--- config.mk ---
export PLATFORM = sky130hd
export DESIGN_NAME = alb_arbiter
export DESIGN_NICKNAME = d
export VERILOG_FILES = /design/src/rtl/alb_arbiter.sv
export SDC_FILE = /design/constraint.sdc
export NUM_CORES = 1
export LEC_CHECK = 0
export CAP_MARGIN = 20
export CORE_MARGIN = 2
export CORE_UTILIZATION = 44
export CTS_CLUSTER_DIAMETER = 80
export DETAILED_ROUTE_END_ITERATION = 16
export PLACE_DENSITY_LB_ADDON = 0.1
export SLEW_MARGIN = 20
export SYNTH_ARGS = -nofsm -noshare
export SYNTH_HDL_FRONTEND = slang
export SYNTH_SLANG_ARGS = --single-unit
export TNS_END_PERCENT = 30
--- constraint.sdc ---
create_clock -name clk -period 3.1 [get_ports clk]
set_input_delay 0.31 -clock clk [delete_from_list [all_inputs] [get_ports clk]]
set_output_delay 0.31 -clock clk [all_outputs]
set_load 0.01 [all_outputs]
--- src/rtl/alb_arbiter.sv ---
// alb_arbiter: round-robin arbiter sharing one `alb` ALU between NUM_REQ requesters.
// One operation in flight; result returned through a valid/ready response channel
// tagged with the issuing requester's ID.
// Optional: define ALB_ARB_PERF_EN to add a saturating 16-bit op_count output.
module alb_arbiter #(
    parameter int DATA_WIDTH  = 11,
    parameter int NUM_REQ     = 4,
    parameter int ALB_LATENCY = 1
) (
    input  logic                            clk,
    input  logic                            reset,
    input  logic [NUM_REQ-1:0]              req_valid,
    output logic [NUM_REQ-1:0]              req_ready,
    input  logic [NUM_REQ*DATA_WIDTH-1:0]   req_a,
    input  logic [NUM_REQ*DATA_WIDTH-1:0]   req_b,
    input  logic [NUM_REQ-1:0]              req_ci,
    input  logic [NUM_REQ*2-1:0]            req_i,
    output logic [DATA_WIDTH-1:0]           alb_a,
    output logic [DATA_WIDTH-1:0]           alb_b,
    output logic                            alb_ci,
    output logic [1:0]                      alb_i,
    input  logic [DATA_WIDTH-1:0]           alb_f,
    input  logic                            alb_co,
    input  logic                            alb_vo,
    input  logic                            alb_no,
    input  logic                            alb_zo,
    output logic                            rsp_valid,
    input  logic                            rsp_ready,
    output logic [$clog2(NUM_REQ)-1:0]      rsp_id,
    output logic [DATA_WIDTH-1:0]           rsp_f,
    output logic [3:0]                      rsp_flags
`ifdef ALB_ARB_PERF_EN
    ,
    output logic [15:0]                     op_count
`endif
);

    localparam int ID_W = $clog2(NUM_REQ);

    typedef enum logic [1:0] {
        IDLE,
        WAIT,
        RESP
    } state_t;

    state_t          state;
    state_t          state_nxt;
    logic [ID_W-1:0] last_grant;
    logic [ID_W-1:0] pend_id;
    logic [ID_W-1:0] grant_id;
    logic [ID_W-1:0] idx;
    logic            grant_any;
    logic [2:0]      counter;

    // Round-robin search: first valid requester after the previous winner, wrapping.
    always_comb begin
        grant_any = 1'b0;
        grant_id  = '0;
        idx       = '0;
        for (int unsigned off = 1; off <= NUM_REQ; off++) begin
            idx = ID_W'((32'(last_grant) + off) % NUM_REQ);
            if (!grant_any && req_valid[idx]) begin
                grant_any = 1'b1;
                grant_id  = idx;
            end
        end
    end

    // Next-state and grant decode; no grant is shown while reset is asserted
    // because the coming edge would discard it anyway.
    always_comb begin
        state_nxt = state;
        req_ready = '0;
        case (state)
            IDLE: begin
                if (grant_any) begin
                    req_ready[grant_id] = reset;
                    state_nxt           = WAIT;
                end
            end
            WAIT: begin
                if (counter == 3'(ALB_LATENCY)) begin
                    state_nxt = RESP;
                end
            end
            RESP: begin
                if (rsp_ready) begin
                    state_nxt = IDLE;
                end
            end
            default: state_nxt = IDLE;
        endcase
    end

    // State register.
    always_ff @(posedge clk) begin
        if (!reset) begin
            state <= IDLE;
        end else begin
            state <= state_nxt;
        end
    end

    // Operand latch, latency counter and response capture.
    always_ff @(posedge clk) begin
        if (!reset) begin
            counter    <= '0;
            last_grant <= ID_W'(NUM_REQ - 1);
            pend_id    <= '0;
            alb_a      <= '0;
            alb_b      <= '0;
            alb_ci     <= 1'b0;
            alb_i      <= '0;
            rsp_valid  <= 1'b0;
            rsp_id     <= '0;
            rsp_f      <= '0;
            rsp_flags  <= '0;
        end else begin
            case (state)
                IDLE: begin
                    if (grant_any) begin
                        alb_a      <= req_a[grant_id*DATA_WIDTH +: DATA_WIDTH];
                        alb_b      <= req_b[grant_id*DATA_WIDTH +: DATA_WIDTH];
                        alb_ci     <= req_ci[grant_id];
                        alb_i      <= req_i[grant_id*2 +: 2];
                        last_grant <= grant_id;
                        pend_id    <= grant_id;
                        counter    <= '0;
                    end
                end
                WAIT: begin
                    if (counter == 3'(ALB_LATENCY)) begin
                        rsp_f     <= alb_f;
                        rsp_flags <= {alb_co, alb_vo, alb_no, alb_zo};
                        rsp_id    <= pend_id;
                        rsp_valid <= 1'b1;
                    end else begin
                        counter <= counter + 3'd1;
                    end
                end
                RESP: begin
                    if (rsp_ready) begin
                        rsp_valid <= 1'b0;
                    end
                end
                default: ;
            endcase
        end
    end

`ifdef ALB_ARB_PERF_EN
    // Completed-response counter, saturating at all ones.
    always_ff @(posedge clk) begin
        if (!reset) begin
            op_count <= '0;
        end else if (rsp_valid && rsp_ready && (op_count != '1)) begin
            op_count <= op_count + 16'd1;
        end
    end
`endif

endmodule

; Yosys cells after proc, flatten, opt, wreduce, memory -nomap -nowiden
; Index checks and enable logic that the tools add are counted.
[totals]
ff_bits = 52
[op_classes]
n_addsub = 5
multipliers = 1
eq_ne = 7
order_cmp = 6
muxes = 32
shift = 3
n_bitwise = 1
reduce_logical = 15
[ops]
columns = operator, n
row1 = indexed part select 44 x 7 -> 11 bit, 2
row2 = "less-than comparator 2 x 3 -> 1 bit, second input constant", 5
row3 = two-way mux 2 bit, 7
row4 = two-way mux 1 bit, 12
row5 = binary-select mux 1 bit (select 2 bit), 5
row6 = AND reduction 3 bit, 3
row7 = two-way mux 4 bit, 2
row8 = "inequality test 2 bit, second input constant", 4
row9 = indexed part select 8 x 4 -> 2 bit, 1
row10 = "multiplier 2 x 4 -> 6 bit, second input constant", 1
row11 = two-way mux 3 bit, 2
row12 = case mux 2 bit (3 select lines), 1
row13 = case mux 3 bit (2 select lines), 1
row14 = "adder 2 x 1 -> 2 bit, second input constant", 2
row15 = "adder 2 bit, second input constant", 2
row16 = bitwise AND 4 bit, 1
row17 = logical AND 1 bit, 4
row18 = AND reduction 2 bit, 2
row19 = nonzero test 2 bit, 2
row20 = "adder 3 x 1 -> 3 bit, second input constant", 1
row21 = "equality test 3 x 1 -> 1 bit, second input constant", 1
row22 = logical NOT 1 bit, 3
row23 = demux 1 bit (select 2 bit), 1
row24 = "equality test 2 x 1 -> 1 bit, second input constant", 1
row25 = other kinds (4), 4

; Longest topological paths before layout
[logic_depth]
depth_word = 20
depth_mapped = 8

; Least setup slack after synthesis
; OpenSTA, ideal clock, no wires.
[synth_timing]
kind = reg-to-output
from = reg last_grant[1]
to = out req_ready[2]
stages_incl_launch_ff = 9
path_slack_ns = 1.221
n_path_buf = 3
arrival_ns = 1.569
path_cell_list = dfxtp_1 -> buf_2 -> and2_1 -> o32a_1 -> and2_0 -> buf_2 -> nand3_2 -> buf_2 -> nor2_1
[synth_via]
elab_chain_cells = 20
word_cells_on_any_way = 34
classes_between = 4 x add/sub / 2 x order compare / 20 x mux / 1 x bitwise / 7 x reduce/logical
[synth_rtl]
columns = element, line_no
row1 = "start, declared", 48  ; logic [ID_W-1:0] last_grant;
row2 = "start signal, assigned", 108  ; last_grant <= ID_W'(NUM_REQ - 1);
row3 = "start signal, assigned", 126  ; last_grant <= grant_id;
row4 = adder 2 x 1 -> 2 bit, 61  ; idx = ID_W'((32'(last_grant) + off) % NUM_REQ);
row5 = binary-select mux 1 bit (select 2 bit), 62  ; if (!grant_any && req_valid[idx]) begin
row6 = two-way mux 1 bit (not written as such), 62
row7 = two-way mux 1 bit, 62
row8 = logical NOT 1 bit, 62
row9 = logical AND 1 bit, 62
row10 = two-way mux 1 bit, 62
row11 = logical NOT 1 bit, 62
row12 = [4 not listed], n/a
row13 = two-way mux 2 bit, 62
row14 = less-than comparator 2 x 3 -> 1 bit (not written as such) or greater-or-equal comparator 2 x 1 -> 1 bit (tied branches), 77  ; req_ready[grant_id] = reset;
row15 = logical AND 1 bit (not written as such), 77
row16 = two-way mux 1 bit (not written as such), 77
row17 = demux 1 bit (select 2 bit), 77
row18 = bitwise AND 4 bit (no source line), n/a
row19 = two-way mux 4 bit *, 76  ; if (grant_any) begin
row20 = two-way mux 4 bit *, 74  ; case (state)
row21 = "end, declared", 13  ; output logic [NUM_REQ-1:0] req_ready,
; Every way passes the cells marked *; elsewhere a longest branch is shown, timed or not. The select of a mux whose other input is x is not followed.

; Worst setup path after layout
[layout_timing]
from = in req_valid[0]
to = out req_ready[3]
[layout_via]
elab_chain_cells = 19
word_cells_on_any_way = 30
classes_between = 2 x order compare / 20 x mux / 1 x bitwise / 7 x reduce/logical
[layout_rtl]
columns = element, line_no
row1 = "start, declared", 12  ; input logic [NUM_REQ-1:0] req_valid,
row2 = binary-select mux 1 bit (select 2 bit), 62
row3 = two-way mux 1 bit (not written as such), 62
row4 = two-way mux 1 bit, 62
row5 = logical NOT 1 bit, 62
row6 = logical AND 1 bit, 62
row7 = two-way mux 1 bit, 62
row8 = logical NOT 1 bit, 62
row9 = logical AND 1 bit, 62
row10 = [3 not listed], n/a
row11 = two-way mux 2 bit, 62
row12 = less-than comparator 2 x 3 -> 1 bit (not written as such) or greater-or-equal comparator 2 x 1 -> 1 bit (tied branches), 77
row13 = logical AND 1 bit (not written as such), 77
row14 = two-way mux 1 bit (not written as such), 77
row15 = demux 1 bit (select 2 bit), 77
row16 = bitwise AND 4 bit (no source line), n/a
row17 = two-way mux 4 bit *, 76
row18 = two-way mux 4 bit *, 74
; Marked as above.

==> qor.yml <==
hold_viol_final: 0
htreeDepth: 2
viasPerCell: 5.653
start_kind: "input port"
die_area_um2: 8332
drt-pass1-iter-count: 5
post_cts_buffers: 0
fin_area_um2: 5209
rows: 31
reg2regPathDepth: 5
grt_pass1_wl_um: 18060
hpwl_um: 8284
dp_slack_ns: 0.2986
post-route-min-period_ns: 2.840
cts_resized: 0
crit_path_end_kind: "primary output"
wire_per_inst_um: 16.06
cp_max_fo: 5
vdd.ir_drop.worst_uv: 218.5
core_area_um2: 7331
detail_route.drc_violations: 0
syn_nets: 575
multi_input_area_um2: 2143
place_congestion: 0.9229
slew_headroom: 0.3176
place_area_um2: 5119
numCtsBuffers: 5
syn_area_per_cell_um2: 7.432
synth_top_area_frac: 0.3106
synth_area_um2: 3352
tightest_slew_ns: 1.024
crit_arrival_ns: 2.53
status: "completed"
setup_slack_ns: 0.2598
synth_top_area_cell: "dfxtp_1"
cap_violations: 0
cts_tree: "yes"
min_period_over_period: 0.9162
slowest_stage: "clkdlybuf4s50_1"
rsz0062_at_grt: "no"
drive_gt1_frac: 0.05814
synth_flop_cell: "dfxtp_1"
cts-root-buf: "clkbuf_8"
worst_path_largest_cell_delay_ns: 0.56
grt_max_degree: 51
cpMostUsedCell: "clkdlybuf4s50_1"
pin_count: 169
crit_chain: "clkdlybuf4s50_1 > o21a_1 > o21ai_1 > and2_0 > nand3_2 > nor2b_1 > clkdlybuf4s50_1"
clock-sinks: 52
power_leakage_nw: 1.799
max_freq_ghz: 0.3521
synth-edff-count: 0
yosysSeqAreaShare: 0.3106
antenna_found_initial: 0
worst_skew_pair.late_latency_ns: 0.31
clkTransAtPathRegs_ns: 0.10
seqCellArea_um2: 1042
nFillCells: 598
gr-total-overflow: 0
die_x_um: 91.28
async_reset_ff_frac: 0
cts_buffer_depth: 2
syn_inst: 451
port_buffers: 168
synth_cell_types: 40
setup_tns_ns: 0
start_util: 0.4572
first_iter_violations: 285
area_growth_pct: 55.39
crit_type: "input port to primary output"
min_path_type: "flop to flop"
ys_ff_latch: 52
min_path_cells: 2
antenna_cells: 0
powerDensity_nw_per_um2: 387.3
die_h_um: 91.28
ant_nets: 0
wl_um: 11260
yosys-top-cells-area: "dfxtp_1, o211ai_1, nand2_1"
vias: 3963
hold_buffers: 0
setup_violations: 0
drv_slew: 0
grt_use_total: 0.2646
crit_required_ns: 2.79
clock_skew_ns: 0.009440
grt_pass1_vias: 3746
nets: 725
ys_warn_count: 0
-- worst paths after layout --
| path | start | end | slack [ns] |
|---|---|---|---|
| worst max-delay path | req_valid[0] | req_ready[3] | 0.26 |
| worst min-delay path | rsp_f[5] | rsp_f[5] | 0.46 |
| worst max register to register | last_grant[1] | alb_a[10] | 0.87 |
| worst min register to register | rsp_f[5] | rsp_f[5] | 0.46 |
-- worst max-delay path, delay by kind of cell --
family                 cells  cell delay [ns]
buffers and inverters      2             1.09
AOI/OAI and AO/OA          2             0.51
and+or+nand+nor            3             0.61
-- routing by layer --
metal,track usage,up-vias,wire [µm]
met1,0.3333,1801,4821
met3,0.05643,25,991
met5,0,-,0
met2,0.4488,215,5171
met4,0.08838,0,276
li1,-,1922,-
-- stage by stage --
stage | hold slack, ns | total power, mW | cells | util
finish | 0.4593 | 2.017 | 701 | 0.7105
global route | 0.4798 | 2.130 | 701 | 0.7105
CTS | 0.4617 | 2.025 | 701 | 0.7105
detailed placement | 0.4472 | 1.624 | 693 | 0.6982
global placement | 0.4404 | 1.603 | 693 | 0.6982
floorplan | 0.3818 | 1.216 | 451 | -
-- registers in the layout (all words and copies together) (netlist names) --
signal and count:
state 2, last_grant 2, pend_id 2, alb_b 11, alb_a 11, rsp_flags 4, counter 3, rsp_valid 1
rsp_id 2, alb_ci 1, alb_i 2, rsp_f 11
-- cells in the mapped netlist (7+ instances only) --
cell      instances
o211ai_1         48
o21ai_0          44
nand2_1          88
nor2_1            7
mux2i_1          26
o21ai_1           9
a22oi_1          24
clkbuf_1         25
buf_2            11
dfxtp_1          52
nor2b_1          30
a21oi_1          46
-- kinds of logic (layout without fill, tap and decap cells) --
logic type,after synthesis,count (layout),synth area share
DFF,52,52,0.3106
and+or+nand+nor,145,145,0.2027
buffers and inverters,44,195,0.05786
xor gates and xnor gates,1,1,0.002613
adders and majority gates,2,2,0.007464
AOI/OAI and AO/OA,180,180,0.3378
muxes,27,27,0.08100
-- report_power, final --
group,switching (mW),total (mW),leakage (nW),internal [mW]
Combinational,0.393,0.820,1.33,0.428
Sequential,0.0468,0.792,0.426,0.746
Clock,0.243,0.404,0.0445,0.161
Total,0.683,2.02,1.80,1.33
-- placed cells by master, fill, tap and decap left out, types with 2 or more instances in the layout --
master / instances
clkdlybuf4s50_1: 168
nand2_1: 88
dfxtp_1: 51
o211ai_1: 48
a21oi_1: 46
o21ai_0: 44
nor2b_1: 30
mux2i_1: 25
a22oi_1: 24
buf_4: 15
o21ai_1: 8
nor2_1: 6
clkbuf_8: 5
inv_1: 3
nand3_1: 3
o21a_1: 2
and2_1: 2
or3_1: 2
nand2b_1: 2
nor3_1: 2
ha_1: 2
-- area by class of cell --
| class | count | share of cell area |
|---|---|---|
| clock buffer | 5 | 0.01321 |
| timing repair buffer | 183 | 0.3445 |
| inverter | 4 | 0.002883 |
| clock inverter | 3 | 0.004084 |
| tap | 99 | 0.02378 |
| multi-input combinational | 355 | 0.4115 |
| sequential | 52 | 0.2001 |
Power figures use the tool's default switching activity.
